<file path="config.mk">
export PLATFORM = sky130hd
export DESIGN_NAME = lstm_seq_ctrl
export DESIGN_NICKNAME = d
export VERILOG_FILES = /design/src/rtl/lstm_pkg.sv /design/src/rtl/lstm_lat_timer.sv /design/src/rtl/lstm_seq_ctrl.sv
export SDC_FILE = /design/constraint.sdc
export NUM_CORES = 1
export LEC_CHECK = 0
export CAP_MARGIN = 20
export CORE_ASPECT_RATIO = 1.4
export CORE_MARGIN = 5
export CORE_UTILIZATION = 40
export DETAILED_ROUTE_END_ITERATION = 8
export MAX_ROUTING_LAYER = met4
export PLACE_DENSITY_LB_ADDON = 0.25
export SLEW_MARGIN = 40
export SYNTH_ARGS = -nofsm -noshare
export SYNTH_HDL_FRONTEND = slang
export SYNTH_SLANG_ARGS = --single-unit
export TNS_END_PERCENT = 30
</file>
<file path="constraint.sdc">
create_clock -name clk -period 2.5 [get_ports clk]
set_input_delay 0.5 -clock clk [delete_from_list [all_inputs] [get_ports clk]]
set_output_delay 0.5 -clock clk [all_outputs]
set_load 0.01 [all_outputs]
</file>
<file path="src/rtl/lstm_pkg.sv">
// Shared definitions for the LSTM sequence controller: default widths and the FSM state encoding.
package lstm_pkg;

  localparam int DATA_WIDTH  = 16;
  localparam int FRACT_WIDTH = 8;
  localparam int LEN_WIDTH   = 10;
  localparam int CELL_LAT    = 0;

  typedef enum logic [2:0] {
    IDLE    = 3'd0,
    WAIT_X  = 3'd1,
    COMPUTE = 3'd2,
    OUTPUT  = 3'd3,
    FINISH  = 3'd4
  } state_e;

  // Width of a down-counter that must hold the value lat; never narrower than one bit.
  function automatic int lat_bits(input int lat);
    return (lat > 0) ? $clog2(lat + 1) : 1;
  endfunction

endpackage

</file>
<file path="src/rtl/lstm_lat_timer.sv">
// Loadable down-counter that marks when the cell latency has elapsed.
module lstm_lat_timer
  import lstm_pkg::*;
#(
  parameter int CELL_LAT = 0
) (
  input  logic clk,
  input  logic rst,
  input  logic load,
  input  logic dec,
  output logic zero
);

  localparam int CW = lat_bits(CELL_LAT);

  logic [CW-1:0] cnt_q;
  logic [CW-1:0] cnt_d;

  // Next count: load wins, otherwise count down and stick at zero.
  always_comb begin
    cnt_d = cnt_q;
    if (load) begin
      cnt_d = CW'(CELL_LAT);
    end else if (dec && (cnt_q != {CW{1'b0}})) begin
      cnt_d = cnt_q - CW'(1);
    end else begin
      cnt_d = cnt_q;
    end
  end

  // Counter register.
  always_ff @(posedge clk or negedge rst) begin
    if (!rst) begin
      cnt_q <= {CW{1'b0}};
    end else begin
      cnt_q <= cnt_d;
    end
  end

  assign zero = (cnt_q == {CW{1'b0}});

endmodule

</file>
<file path="src/rtl/lstm_seq_ctrl.sv">
// Steps an external lstm_cell over seq_len samples, owning the recurrent c/h state and
// streaming each step's h to a valid/ready consumer.
module lstm_seq_ctrl
  import lstm_pkg::*;
#(
  parameter int DATA_WIDTH = lstm_pkg::DATA_WIDTH,
  parameter int LEN_WIDTH  = lstm_pkg::LEN_WIDTH,
  parameter int CELL_LAT   = lstm_pkg::CELL_LAT
) (
  input  logic                  clk,
  input  logic                  rst,
  input  logic                  start,
  input  logic [LEN_WIDTH-1:0]  seq_len,
  input  logic [DATA_WIDTH-1:0] c_init,
  input  logic [DATA_WIDTH-1:0] h_init,
  output logic                  busy,
  output logic                  done,
  input  logic                  x_valid,
  input  logic [DATA_WIDTH-1:0] x_data,
  output logic                  x_ready,
  output logic [DATA_WIDTH-1:0] cell_x,
  output logic [DATA_WIDTH-1:0] cell_c,
  output logic [DATA_WIDTH-1:0] cell_h,
  input  logic [DATA_WIDTH-1:0] cell_c_out,
  input  logic [DATA_WIDTH-1:0] cell_h_out,
  output logic                  y_valid,
  output logic [DATA_WIDTH-1:0] y_data,
  output logic                  y_last,
  input  logic                  y_ready,
  output logic [DATA_WIDTH-1:0] c_final,
  output logic [DATA_WIDTH-1:0] h_final
);

  state_e state_q, state_d;

  logic [LEN_WIDTH-1:0]  len_q, len_d;
  logic [LEN_WIDTH-1:0]  step_q, step_d;
  logic [DATA_WIDTH-1:0] c_q, c_d;
  logic [DATA_WIDTH-1:0] h_q, h_d;
  logic [DATA_WIDTH-1:0] x_q, x_d;
  logic                  busy_q, busy_d;
  logic                  done_q, done_d;
  logic                  x_ready_q, x_ready_d;
  logic                  y_valid_q, y_valid_d;
  logic                  y_last_q, y_last_d;

  logic timer_load_s;
  logic timer_dec_s;
  logic lat_zero_s;
  logic x_fire_s;
  logic y_fire_s;

  lstm_lat_timer #(
    .CELL_LAT (CELL_LAT)
  ) u_lat_timer (
    .clk  (clk),
    .rst  (rst),
    .load (timer_load_s),
    .dec  (timer_dec_s),
    .zero (lat_zero_s)
  );

  assign x_fire_s = (state_q == WAIT_X) && x_valid && x_ready_q;
  assign y_fire_s = (state_q == OUTPUT) && y_valid_q && y_ready;

  // State register.
  always_ff @(posedge clk or negedge rst) begin
    if (!rst) begin
      state_q <= IDLE;
    end else begin
      state_q <= state_d;
    end
  end

  // Next-state logic.
  always_comb begin
    state_d = state_q;
    case (state_q)
      IDLE: begin
        if (start) begin
          state_d = (seq_len == {LEN_WIDTH{1'b0}}) ? FINISH : WAIT_X;
        end else begin
          state_d = IDLE;
        end
      end
      WAIT_X: begin
        if (x_fire_s) state_d = COMPUTE;
        else          state_d = WAIT_X;
      end
      COMPUTE: begin
        if (lat_zero_s) state_d = OUTPUT;
        else            state_d = COMPUTE;
      end
      OUTPUT: begin
        if (y_fire_s) state_d = y_last_q ? FINISH : WAIT_X;
        else          state_d = OUTPUT;
      end
      FINISH:  state_d = IDLE;
      default: state_d = IDLE;
    endcase
  end

  // Datapath and registered-output next values; outputs change only on the transitions above.
  always_comb begin
    len_d        = len_q;
    step_d       = step_q;
    c_d          = c_q;
    h_d          = h_q;
    x_d          = x_q;
    busy_d       = busy_q;
    done_d       = done_q;
    x_ready_d    = x_ready_q;
    y_valid_d    = y_valid_q;
    y_last_d     = y_last_q;
    timer_load_s = 1'b0;
    timer_dec_s  = 1'b0;
    case (state_q)
      IDLE: begin
        x_ready_d = 1'b0;
        done_d    = 1'b0;
        if (start) begin
          len_d     = seq_len;
          c_d       = c_init;
          h_d       = h_init;
          step_d    = {LEN_WIDTH{1'b0}};
          busy_d    = 1'b1;
          x_ready_d = (seq_len != {LEN_WIDTH{1'b0}});
          done_d    = (seq_len == {LEN_WIDTH{1'b0}});
        end else begin
          busy_d = busy_q;
        end
      end
      WAIT_X: begin
        if (x_fire_s) begin
          x_d          = x_data;
          x_ready_d    = 1'b0;
          timer_load_s = 1'b1;
        end else begin
          x_ready_d = 1'b1;
        end
      end
      COMPUTE: begin
        if (lat_zero_s) begin
          c_d       = cell_c_out;
          h_d       = cell_h_out;
          y_valid_d = 1'b1;
          y_last_d  = (step_q == (len_q - LEN_WIDTH'(1)));
        end else begin
          timer_dec_s = 1'b1;
        end
      end
      OUTPUT: begin
        if (y_fire_s) begin
          y_valid_d = 1'b0;
          y_last_d  = 1'b0;
          step_d    = step_q + LEN_WIDTH'(1);
          if (y_last_q) done_d = 1'b1;
          else          x_ready_d = 1'b1;
        end else begin
          y_valid_d = 1'b1;
        end
      end
      FINISH: begin
        done_d = 1'b0;
        busy_d = 1'b0;
      end
      default: begin
        busy_d    = 1'b0;
        done_d    = 1'b0;
        x_ready_d = 1'b0;
        y_valid_d = 1'b0;
        y_last_d  = 1'b0;
      end
    endcase
  end

  // Datapath and output registers.
  always_ff @(posedge clk or negedge rst) begin
    if (!rst) begin
      len_q     <= {LEN_WIDTH{1'b0}};
      step_q    <= {LEN_WIDTH{1'b0}};
      c_q       <= {DATA_WIDTH{1'b0}};
      h_q       <= {DATA_WIDTH{1'b0}};
      x_q       <= {DATA_WIDTH{1'b0}};
      busy_q    <= 1'b0;
      done_q    <= 1'b0;
      x_ready_q <= 1'b0;
      y_valid_q <= 1'b0;
      y_last_q  <= 1'b0;
    end else begin
      len_q     <= len_d;
      step_q    <= step_d;
      c_q       <= c_d;
      h_q       <= h_d;
      x_q       <= x_d;
      busy_q    <= busy_d;
      done_q    <= done_d;
      x_ready_q <= x_ready_d;
      y_valid_q <= y_valid_d;
      y_last_q  <= y_last_d;
    end
  end

  // Cell inputs come straight from the state registers, so they cannot move during COMPUTE.
  assign cell_x  = x_q;
  assign cell_c  = c_q;
  assign cell_h  = h_q;
  assign y_data  = h_q;
  assign c_final = c_q;
  assign h_final = h_q;
  assign busy    = busy_q;
  assign done    = done_q;
  assign x_ready = x_ready_q;
  assign y_valid = y_valid_q;
  assign y_last  = y_last_q;

endmodule

</file>
==> results.md <==
- Status: complete, no violations
- Crit share post-route: 0.8767
- Wirelength per Cell: 17.52 µm
- Clock slew seen by the registers of the worst setup and hold paths: 0.06 ns
- Sequential power share: 0.317
- DR vias: 3,378
- Required @ worst endpoint: 2.68 ns
- Initial antenna violation count: 0
- Number of buffers created by CTS: 9
- Final wirelength: 11.91 mm
- Fin. max-slew vios: 0
- Root buffer cell: clkbuf_16
- Storage element area: 1927 µm²
- CP top delay family: simple AND/OR/NAND/NOR gates
- Fin crit period: 2.192 ns
- Row Count: 43
- WL met1: 4.573 mm
- Post-CTS Resized: 0
- Share of power burned in the clock network: 0.179
- Core Util, Final: 0.6196
- Pleak: 0.002521 µW
- DP Cell Count: 665
- Die H: 129.7 µm
- Global-route wire length before repair: 18.15 mm
- P_sw: 2693 µW
- Met2 Routed Length: 6.446 mm
- Initial DRC count: 120
- Vias in the first global route: 3,609
- # DRC: 0
- Post-DP HPWL: 9.209 mm
- Sum Neg Setup Slack: 0 ns
- CTS tree: done
- Clock Path Buffers: 2
- Largest area contributor in the netlist: dfrtp_1
- Post-Syn Area: 4096 µm²
- Register bit total from synthesis: 77
- IO buf count: 195
- Fmax: 456.2 MHz
- Int Pwr: 4781 µW
- Crit end category: flip-flop
- Peak supply drop: 0.5534 mV
- RD Place Congestion: 0.9380
- Slowest cell on crit path: dfrtp_1
- DR vias/cell: 4.968
- EDFF count, synth: 0
- Number of nets in the layout: 638
- Yosys warnings: 0
- Post-DRT Antenna Nets: 0
- Gr usage total: 0.1965
- Pre-antenna DRT Iters: 4
- Max Cap Viol: 0
- Multi-input gate area: 1719 µm²
- Chip width: 95.53 µm
- Avg Cell Area, Syn: 10.37 µm²
- Largest cells by area after synthesis: dfrtp_1 (47%), buf_4 (8.8%), mux2i_1 (8.1%)
- Register area share after synthesis: 0.4704
- Setup Skew: 0.007319 ns
- Initial Util: 0.4116
- Pwr Density: 1212 nW/µm²
- CP bufs+invs: 2
- Highest routed metal layer: met4
- CP max stage delay: 0.57 ns
- Core area: 9953 µm²
- Fraction of layout instances using a drive strength above 1: 0.1028
- H-tree levels: 3
- Area grow syn2layout: 50.55%
- Filler Cells Inserted: 831
- Pin count of the biggest net entering global routing: 65
- Routed length on met3: 626 µm
- Sink Count: 77
- Slew @ Worst Pin: 0.5587 ns
- Total power: 7473 µW
- Worst path cell trace: nor3b_2, buf_12, a21oi_4, buf_4, nand2_1, o21ai_0
- Most used DFF post-synth: dfrtp_1
- Worst skew pair latency: 0.33 ns
- Cts hold-fix bufs: 0
- Non-Filler Instances: 680
- Unrepaired setup endpoints after global routing: no
- WS Path Type: flip-flop to flip-flop
- Final hold vios: 0
- Unique cell type count in the Yosys netlist: 46
- Comb pwr share: 0.505
- Slew HR: 0.6241
- # IOs: 196
- Final Setup Violations: 0
- Fin Hold WS: 0.1258 ns
- Diodes inserted: 0
- Synth top area share: 0.4704
- Ys async rst share: 1.000
- Sw frac: 0.3603
- Grt total ovfl: 0
- DIE AREA: 12,390 µm²
- Postcts setup bufs: 0
- HP Class: input port to async pin
- Startpoint Class: flip-flop
- Critical Path AT: 2.37 ns
- Maximum fanout along the worst path: 64
- Syn Nets: 492
- Cells after synthesis: 395
[area by class of cell]
cell class / count / share of cell area
clock buffers: 12 / 0.04321
clock inverters: 3 / 0.007101
inverters: 6 / 0.003652
multi-input cells: 246 / 0.2788
flip-flops and latches: 77 / 0.3124
well taps: 135 / 0.02739
repair buffers: 201 / 0.3275
[logic make-up after synthesis]
| logic type | after synthesis | synth area share |
|---|---|---|
| xor gates and xnor gates | 17 | 0.03635 |
| muxes | 56 | 0.1439 |
| AOI/OAI and AO/OA | 66 | 0.09805 |
| and+or+nand+nor | 105 | 0.1323 |
| adders and majority gates | 2 | 0.006108 |
| buffers and inverters | 72 | 0.1130 |
| DFF | 77 | 0.4704 |
[state kept, by name, summed over array words and instances (netlist names)]
signal             cells
c_final               16
busy                   1
cell_h                16
state_q                3
y_last                 1
cell_x                16
u_lat_timer.cnt_q      1
done                   1
step_q                10
y_valid                1
len_q                 10
x_ready                1
[cell usage in the layout (no fill, tap or decap), types with 3 or more instances in the layout]
cell type        synthesis  routed
o21ai_0                 28      28
dfrtp_1                 77      77
nor4_1                   3       3
xor2_1                  11      11
inv_1                    6       6
clkbuf_16                0       9
o31ai_1                  3       3
nor2_1                  13      13
nand2_1                 43      43
nand4_1                  5       5
nand3_1                  8       8
clkbuf_8                 0       3
a21oi_1                  6       6
nor3_1                   4       4
and3_1                   7       7
mux2i_1                 33      33
xnor2_1                  6       6
clkdlybuf4s50_1          0     194
nand2b_1                 6       6
mux2_2                  23      23
buf_4                   48       5
o21ai_1                 13      13
[worst paths after layout]
kind,end,cells past startpoint,slack (ns),startpoint
hold / removal,y_last,1,0.13,rst
hold reg to reg,c_final[10],2,0.50,c_final[10]
min in group clk,c_final[10],2,0.50,c_final[10]
setup reg to reg,cell_h[7],6,0.31,state_q[1]
max in group asynchronous,cell_h[5],2,1.77,rst
setup / recovery,cell_h[7],6,0.31,state_q[1]
[cell usage after synthesis (7+ instances only)]
cell      number
and3_1         7
buf_2         10
buf_4         48
clkbuf_1       8
dfrtp_1       77
mux2_2        23
mux2i_1       33
nand2_1       43
nand3_1        8
nor2_1        13
o21ai_0       28
o21ai_1       13
xor2_1        11
[power groups by stage]
stage                     Combinational [µW]  Clock [µW]  Sequential (µW)
final                                   3770        1340             2370
after global routing                    4080        1420             2460
after CTS                               3830        1370             2370
after detailed placement                3820           0             2380
after global placement                  3750           0             2350
after floorplan                         2110           0             2380
[metrics by stage]
stage	setup WS, ns	instance area, µm²
finish	0.3081	6167
global placement	0.3071	5857
floorplan	0.7910	4096
detailed placement	0.2237	5857
CTS	0.2826	6167
global route	0.1019	6167
[routing by layer]
metal	vias to the layer above	track usage
met3	20	0.03922
met2	118	0.3354
li1	1614	-
met1	1626	0.2236
met5	-	-
met4	0	0.07956
No activity file was read; power rests on OpenSTA's default activity.
